[config.mk]
export PLATFORM = sky130hd
export DESIGN_NAME = if_id_queue
export DESIGN_NICKNAME = d
export VERILOG_FILES = /design/src/rtl/if_id_queue.sv
export SDC_FILE = /design/constraint.sdc
export NUM_CORES = 1
export LEC_CHECK = 0
export ABC_AREA = 1
export CAP_MARGIN = 0
export CELL_PAD_IN_SITES_DETAIL_PLACEMENT = 1
export CELL_PAD_IN_SITES_GLOBAL_PLACEMENT = 1
export CORE_UTILIZATION = 35
export DETAILED_ROUTE_END_ITERATION = 16
export GPL_TIMING_DRIVEN = 0
export PLACE_DENSITY = 0.71
export SLEW_MARGIN = 10
export SYNTH_ARGS = -nofsm -noshare
export SYNTH_HDL_FRONTEND = slang
export SYNTH_SLANG_ARGS = --single-unit
[constraint.sdc]
create_clock -name clk -period 5.85 [get_ports clk]
set_input_delay 1.17 -clock clk [delete_from_list [all_inputs] [get_ports clk]]
set_output_delay 1.17 -clock clk [all_outputs]
set_load 0.005 [all_outputs]
[src/rtl/if_id_queue.sv]
// IF/ID instruction buffer: DEPTH-entry FIFO behind a registered ID-facing output stage.
// Absorbs fetches while decode stalls; flush empties everything in one cycle.
module if_id_queue #(
  parameter int unsigned ADDR_WIDTH = 32,
  parameter int unsigned INST_WIDTH = 32,
  parameter int unsigned DEPTH      = 4
) (
  input  logic                         clk,
  input  logic                         rst,
  input  logic                         get_inst,
  input  logic [ADDR_WIDTH-1:0]        if_pc,
  input  logic [INST_WIDTH-1:0]        if_inst,
  input  logic                         if_idflush_i,
  input  logic [5:0]                   stall,
  output logic                         if_full_o,
  output logic [$clog2(DEPTH+1)-1:0]   count_o,
  output logic                         id_valid_o,
  output logic [ADDR_WIDTH-1:0]        id_pc,
  output logic [INST_WIDTH-1:0]        id_inst
);

  localparam int unsigned PtrW = $clog2(DEPTH);
  localparam int unsigned CntW = $clog2(DEPTH + 1);

  if (DEPTH < 2 || (DEPTH & (DEPTH - 1)) != 0) begin : g_depth_check
    $error("if_id_queue: DEPTH must be a power of two and >= 2");
  end

  logic [ADDR_WIDTH-1:0] pc_mem_q   [DEPTH];
  logic [INST_WIDTH-1:0] inst_mem_q [DEPTH];

  logic [PtrW-1:0]       rd_ptr_q, rd_ptr_d;
  logic [PtrW-1:0]       wr_ptr_q, wr_ptr_d;
  logic [CntW-1:0]       count_q, count_d;
  logic                  valid_q, valid_d;
  logic [ADDR_WIDTH-1:0] pc_q, pc_d;
  logic [INST_WIDTH-1:0] inst_q, inst_d;

  logic full, empty, advance, pop, bypass, push, mem_we;

  // Only stall[2] concerns this stage.
  logic unused_stall;
  assign unused_stall = ^{stall[5:3], stall[1:0]};

  assign full  = (count_q == CntW'(DEPTH));
  assign empty = (count_q == '0);

  // An empty output stage always refills, even while ID is stalled.
  assign advance = !stall[2] || !valid_q;
  assign pop     = advance && !empty;
  assign bypass  = advance && empty && get_inst;
  // Full blocks the push even when a same-cycle pop frees a slot.
  assign push    = get_inst && !full && !bypass;
  assign mem_we  = push && !if_idflush_i && !rst;

  always_comb begin
    rd_ptr_d = rd_ptr_q;
    wr_ptr_d = wr_ptr_q;
    count_d  = count_q;
    valid_d  = valid_q;
    pc_d     = pc_q;
    inst_d   = inst_q;

    if (if_idflush_i) begin
      rd_ptr_d = '0;
      wr_ptr_d = '0;
      count_d  = '0;
      valid_d  = 1'b0;
      pc_d     = '0;
      inst_d   = '0;
    end else begin
      if (push) wr_ptr_d = wr_ptr_q + 1'b1;
      if (pop)  rd_ptr_d = rd_ptr_q + 1'b1;

      unique case ({push, pop})
        2'b10:   count_d = count_q + 1'b1;
        2'b01:   count_d = count_q - 1'b1;
        default: count_d = count_q;
      endcase

      if (advance) begin
        if (pop) begin
          valid_d = 1'b1;
          pc_d    = pc_mem_q[rd_ptr_q];
          inst_d  = inst_mem_q[rd_ptr_q];
        end else if (bypass) begin
          valid_d = 1'b1;
          pc_d    = if_pc;
          inst_d  = if_inst;
        end else begin
          valid_d = 1'b0;
          pc_d    = '0;
          inst_d  = '0;
        end
      end
    end
  end

  always_ff @(posedge clk) begin
    if (rst) begin
      rd_ptr_q <= '0;
      wr_ptr_q <= '0;
      count_q  <= '0;
      valid_q  <= 1'b0;
      pc_q     <= '0;
      inst_q   <= '0;
    end else begin
      rd_ptr_q <= rd_ptr_d;
      wr_ptr_q <= wr_ptr_d;
      count_q  <= count_d;
      valid_q  <= valid_d;
      pc_q     <= pc_d;
      inst_q   <= inst_d;
    end
  end

  // Storage needs no reset; the pointers and count define which slots are live.
  always_ff @(posedge clk) begin
    if (mem_we) begin
      pc_mem_q[wr_ptr_q]   <= if_pc;
      inst_mem_q[wr_ptr_q] <= if_inst;
    end
  end

  assign if_full_o  = full;
  assign count_o    = count_q;
  assign id_valid_o = valid_q;
  assign id_pc      = pc_q;
  assign id_inst    = inst_q;

endmodule

==> results.json, run 1 <==
{
  "power_w": 0.00510,
  "dr.pass1.iters": 5,
  "ys_warn_count": 0,
  "clock_path_buffers": 3,
  "final_hold_viol_count": 0,
  "root_buffer": "clkbuf_16",
  "r2r_slack_ps": 3050,
  "pre_cts_ws_ps": 1820,
  "ant_nets": 0,
  "max-vdd-ir-drop_v": 0.000191,
  "finalWorstSetupSlack_ps": 2350,
  "drc": 0,
  "ys_seq_area_share_pct": 67.9,
  "syn_avg_cell_area_sq_um": 10.4,
  "postCtsSetupRepairBufs": 0,
  "fin_area_sq_um": 17000,
  "cts_tree": "yes",
  "die_h_microns": 198,
  "avgRoutedWirePerCell_microns": 18.7,
  "clkLatencyLatePin_ps": 510,
  "die_w_microns": 198,
  "powerDensity_nw_per_um2": 300,
  "critical_path_required_ps": 6050,
  "ys_types": 26,
  "p_leak_nw": 6.87,
  "cts.clk_slew.worst_paths_ps": 60,
  "nets": 1566,
  "worstHoldStart": "rd_ptr_q[1]",
  "slew_headroom_pct": 42.3,
  "drive_above_1_share_pct": 8.71,
  "drt_iter0_drc": 476,
  "htreeDepth": 2,
  "maxCapViolCount": 0,
  "grt_pass1_wl_microns": 58600,
  "ys_top_cells_by_area": "edfxtp_1, dfxtp_1, nand2_1, nand3_1, nor2_1",
  "worstSetupStartpointType": "input pin",
  "syn_nets": 1379,
  "status": "completed",
  "clock_skew_ps": 13.2,
  "placed_area_sq_um": 15800,
  "grt_max_degree": 25,
  "synth_largest_area_cell": "edfxtp_1",
  "ioPinCount": 143,
  "setup_violations": 0,
  "rr_worst_depth": 6,
  "worst_pin_slew_ps": 864,
  "clock_sinks": 330,
  "dpl.hpwl_microns": 25100,
  "synth_top_area_share_pct": 56.9,
  "synth_common_cells": "nand2_1, nand3_1, edfxtp_1",
  "min_path_type": "reg2reg",
  "grt_pass1_vias": 10500,
  "period_share_pct": 59.8,
  "routed_wl_microns": 37900,
  "yosys.cell_count.top_type": "nand2_1",
  "gr-total-overflow": 0,
  "die_area_sq_um": 39400,
  "antenna_found_initial": 1,
  "syn_area_sq_um": 13500,
  "ys.flop_type": "edfxtp_1",
  "drv_slew": 0,
  "critPathKind": "in2reg",
  "ys_async_sr_fraction_pct": 0,
  "met2_length_microns": 19000,
  "cp_max_fo": 24,
  "ys_seq_elements": 330,
  "whs_path_depth": 2,
  "viasPerCell": 4.89,
  "vias": 9913,
  "cts_resized": 0,
  "synth_edf_count": 256,
  "initial_core_util_pct": 35.7,
  "crit_path_end_kind": "flip-flop",
  "finalCriticalPeriod_ps": 3500,
  "hold_end": "rd_ptr_q[1]",
  "numCtsBuffers": 37,
  "cts-hold-fix-buffers": 0,
  "io_buffer_count": 137,
  "clock.fmax_mhz": 286,
  "postLayoutCoreUtil_pct": 44.9,
  "coreArea_sq_um": 37800,
  "r2r_end": "pc_mem_q[2][6]",
  "gp_congestion": 0.736,
  "routed.top_layer": "met4",
  "cp-startpoint": "get_inst",
  "r2r_start": "count_o[1]",
  "met3_length_microns": 1440,
  "rows": 71,
  "holdWs_ps": 476,
  "syn_to_final_growth_pct": 25.7,
  "groute.usage.overall_pct": 19.6,
  "crit_arrival_ps": 3700,
  "met1Wirelength_microns": 16700,
  "synthCells": 1299,
  "rsz0062_at_grt": "false"
}
cells in the final DEF (no fill, tap or decap), drive strengths merged:
cell type	instances
dlygate4sd1	3
clkdlybuf4s50	137
buf	61
diode	1
a21oi	9
nand2	393
edfxtp	256
fa	1
o21ai	3
clkbuf	78
bufinv	2
nor3	1
nand3	261
ha	5
inv	82
dlymetal6s2s	1
dfxtp	74
or2	1
clkinv	7
nor2	140
registers in the layout (all words and copies together), names as in the netlist, named ones only:
| signal | flops |
|---|---|
| id_valid_o | 1 |
| pc_mem_q | 128 |
| count_o | 3 |
| inst_mem_q | 128 |
| id_inst | 32 |
| id_pc | 32 |
| wr_ptr_q | 2 |
| rd_ptr_q | 2 |
cell type report:
type / instances / area (sq um)
flip-flops and latches: 330 / 9170
plain buffers: 74 / 526
multi-input cells: 814 / 3540
well taps: 511 / 639
clock buffers: 58 / 1060
clock inverters: 10 / 124
repair buffers: 148 / 1610
inverters: 81 / 304
fillers: 4186 / 20900
diodes: 1 / 2.50
worst max path at each step:
stage          cells past startpoint           endpoint  slack [ps]
5_1_grt                            7    pc_mem_q[2][10]        2150
3_3_place_gp                       5  inst_mem_q[1][29]       -1920
3_5_place_dp                       7     pc_mem_q[2][8]        1820
4_1_cts                            7     pc_mem_q[2][6]        2340
2_1_floorplan                      4   inst_mem_q[0][0]        1020
6_report                           7     pc_mem_q[2][6]        2350
critical path, stage by stage:
cell and delay, ps:
clkdlybuf4s50_1 470, inv_1 100, a21oi_1 260, nand3_1 370
nor2_4 780, buf_12 280, buf_12 210
power breakdown:
part           switching (W)  leakage (nW)  internal, W
combinational       0.000152          3.39     0.000128
sequential         0.0000120          2.90      0.00254
clock               0.000920         0.578      0.00135
layer usage:
layer / global-route usage [%] / up-vias
li1: - / 4714
met2: 34.5 / 208
met3: 2.71 / 52
met4: 5.50 / 0
met1: 25.0 / 4939
met5: 0 / -
per-stage QoR:
stage / std cells / TNS (ps)
global placement: 1947 / -474840
global route: 2026 / 0
CTS: 2026 / 0
detailed placement: 1958 / 0
floorplan: 1299 / 0
finish: 2027 / 0
kinds of logic (layout without fill, tap and decap cells):
| logic type | Yosys count | after routing | share of synthesized area [%] |
|---|---|---|---|
| AO/OA/AOI/OAI | 12 | 12 | 0.445 |
| adder cells (fa/ha/maj) | 6 | 6 | 0.611 |
| buffers and inverters | 155 | 371 | 6.14 |
| flip-flops | 330 | 330 | 67.9 |
| other | 0 | 1 | 0 |
| AND/OR/NAND/NOR | 796 | 796 | 24.9 |
No activity file was read; power rests on OpenSTA's default activity.
==> inputs of run 2 (changes only) <==
==> constraint.sdc (replaced) <==
create_clock -name clk -period 3.45 [get_ports clk]
set_input_delay 0.69 -clock clk [delete_from_list [all_inputs] [get_ports clk]]
set_output_delay 0.69 -clock clk [all_outputs]
set_load 0.005 [all_outputs]
==> results of run 2 <==
The final DEF is identical to that of run 1. Status: completed.
Main changes from that run: setup slack after placement 1820 ps -> -105 ps; setup slack after layout 2350 ps -> 434 ps; register-to-register setup slack 3050 ps -> 650 ps; total power 0.00510 W -> 0.00865 W; worst IR drop on VDD 0.000191 V -> 0.000324 V
==> inputs of run 3 (changes only) <==
--- a/config.mk
+++ b/config.mk
@@ -9,10 +9,10 @@
 export CAP_MARGIN = 0
 export CELL_PAD_IN_SITES_DETAIL_PLACEMENT = 1
 export CELL_PAD_IN_SITES_GLOBAL_PLACEMENT = 1
-export CORE_UTILIZATION = 35
+export CORE_UTILIZATION = 30
 export DETAILED_ROUTE_END_ITERATION = 16
 export GPL_TIMING_DRIVEN = 0
-export PLACE_DENSITY = 0.71
+export PLACE_DENSITY = 0.63
 export SLEW_MARGIN = 10
 export SYNTH_ARGS = -nofsm -noshare
 export SYNTH_HDL_FRONTEND = slang
==> run 3 against run 2 <==
Net effect: design area up 0.81%; sequential share of layout area is 0.43 points lower; sequential power about the same; critical path type unchanged.
==> results.json, run 3 (same netlist as run 1, synthesis figures left out) <==
{
  "dpl.hpwl_microns": 25100,
  "routed_wl_microns": 38600,
  "coreArea_sq_um": 44300,
  "gr-total-overflow": 0,
  "critPathKind": "in2reg",
  "critical_path_required_ps": 3700,
  "max-vdd-ir-drop_v": 0.000275,
  "cts_tree": "yes",
  "vias": 9788,
  "groute.usage.overall_pct": 17.2,
  "power_w": 0.00867,
  "ant_nets": 0,
  "powerDensity_nw_per_um2": 506,
  "fillers": 4988,
  "die_w_microns": 214,
  "crit_arrival_ps": 3090,
  "clock_skew_ps": 24.8,
  "p_leak_nw": 6.89,
  "crit_path_end_kind": "flip-flop",
  "worstSetupStartpointType": "input pin",
  "cts.clk_slew.worst_paths_ps": 50,
  "layout_commonest_cell": "nand2_1",
  "ioPinCount": 143,
  "setup-tns-final_ps": 0,
  "cp_max_fo": 17,
  "die_h_microns": 214,
  "initial_core_util_pct": 30.5,
  "clock.fmax_mhz": 352,
  "antenna_found_initial": 2,
  "numCtsBuffers": 39,
  "reg_top3": "inst_mem_q: 128 flops, pc_mem_q: 128 flops",
  "io_buffer_count": 137,
  "drc": 0,
  "cts-hold-fix-buffers": 0,
  "maxCapViolCount": 0,
  "postLayoutCoreUtil_pct": 38.6,
  "layout_common_cells": "nand2_1, nand3_1, edfxtp_1",
  "nets": 1568,
  "cp-startpoint": "get_inst",
  "worst_pin_slew_ps": 874,
  "drv_slew": 0,
  "slew_headroom_pct": 41.6,
  "min_path_type": "reg2reg",
  "final_hold_viol_count": 0,
  "root_buffer": "clkbuf_16",
  "r2r_start": "count_o[1]",
  "cts_resized": 0,
  "htreeDepth": 2,
  "grt_pass1_vias": 10600,
  "dr.pass1.iters": 4,
  "clkLatencyLatePin_ps": 560,
  "die_area_sq_um": 45900,
  "clock_sinks": 330,
  "viasPerCell": 4.63,
  "holdWs_ps": 461,
  "syn_to_final_growth_pct": 26.7,
  "gp_congestion": 0.715,
  "grt_pass1_wl_microns": 61000,
  "rows": 77,
  "clock_path_buffers": 3,
  "rsz0062_at_grt": "false",
  "setup_violations": 0,
  "drt_iter0_drc": 522,
  "postCtsSetupRepairBufs": 0,
  "avgRoutedWirePerCell_microns": 18.2,
  "dp.cells": 2039,
  "status": "completed",
  "grt_max_degree": 25,
  "layout.cells.non_filler": 2113,
  "drive_above_1_share_pct": 9.02,
  "finalCriticalPeriod_ps": 2840,
  "worstHoldStart": "rd_ptr_q[1]",
  "period_share_pct": 82.4
}
run 3: cell types whose count changed in the layout (fill, tap and decap cells not counted), moves of 3 or more:
cell,before,now
buf_12,8,5
buf_16,3,6
clkbuf_16,37,40
clkinv_2,3,7
run 3: worst paths after layout:
check / endpoint / cells after the start / slack (ps)
worst max-delay path: pc_mem_q[3][1] / 7 / 610
worst max register to register: pc_mem_q[3][1] / 6 / 800
worst min register to register: flip-flop / 2 / 460
worst min-delay path: flip-flop / 2 / 460
run 3: per-layer routing:
layer	global-route usage [%]	part of all wire (%)	up-vias
li1	-	-	4718
met1	21.4	44	4822
met2	30.2	50	195
met3	2.75	4.1	53
met4	5.52	2.1	0
met5	0	0	-
run 3: report_power, final:
part           internal, W  total (W)  leakage, nW  switching (W)
combinational     0.000217   0.000474         3.40       0.000258
sequential         0.00431    0.00433         2.90      0.0000199
clock              0.00223    0.00386        0.585        0.00163
total              0.00676    0.00867         6.89        0.00191
run 3: stage by stage:
stage	cell area (sq um)	setup slack (ps)
floorplan	13500	-902
global placement	15600	-4120
CTS	17100	599
finish	17100	606
detailed placement	15900	23.5
global route	17100	449
run 3: cell type report:
type                            count  area, sq um  area share [%]
Timing Repair Buffer              148         1640            9.56
Antenna cell                        2         5.00          0.0292
Sequential cell                   330         9170            53.6
Tap cell                          592          741            4.33
Buffer                             74          526            3.07
Clock inverter                     15         95.1           0.555
Clock buffer                       57         1100            6.45
Multi-Input combinational cell    814         3540            20.7
Inverter                           81          304            1.78
run 3: critical path, stage by stage:
cell and delay [ps]:
clkdlybuf4s50_1 480, inv_1 100, a21oi_1 280, nand3_1 390
nor2_4 680, buf_12 270, buf_16 180
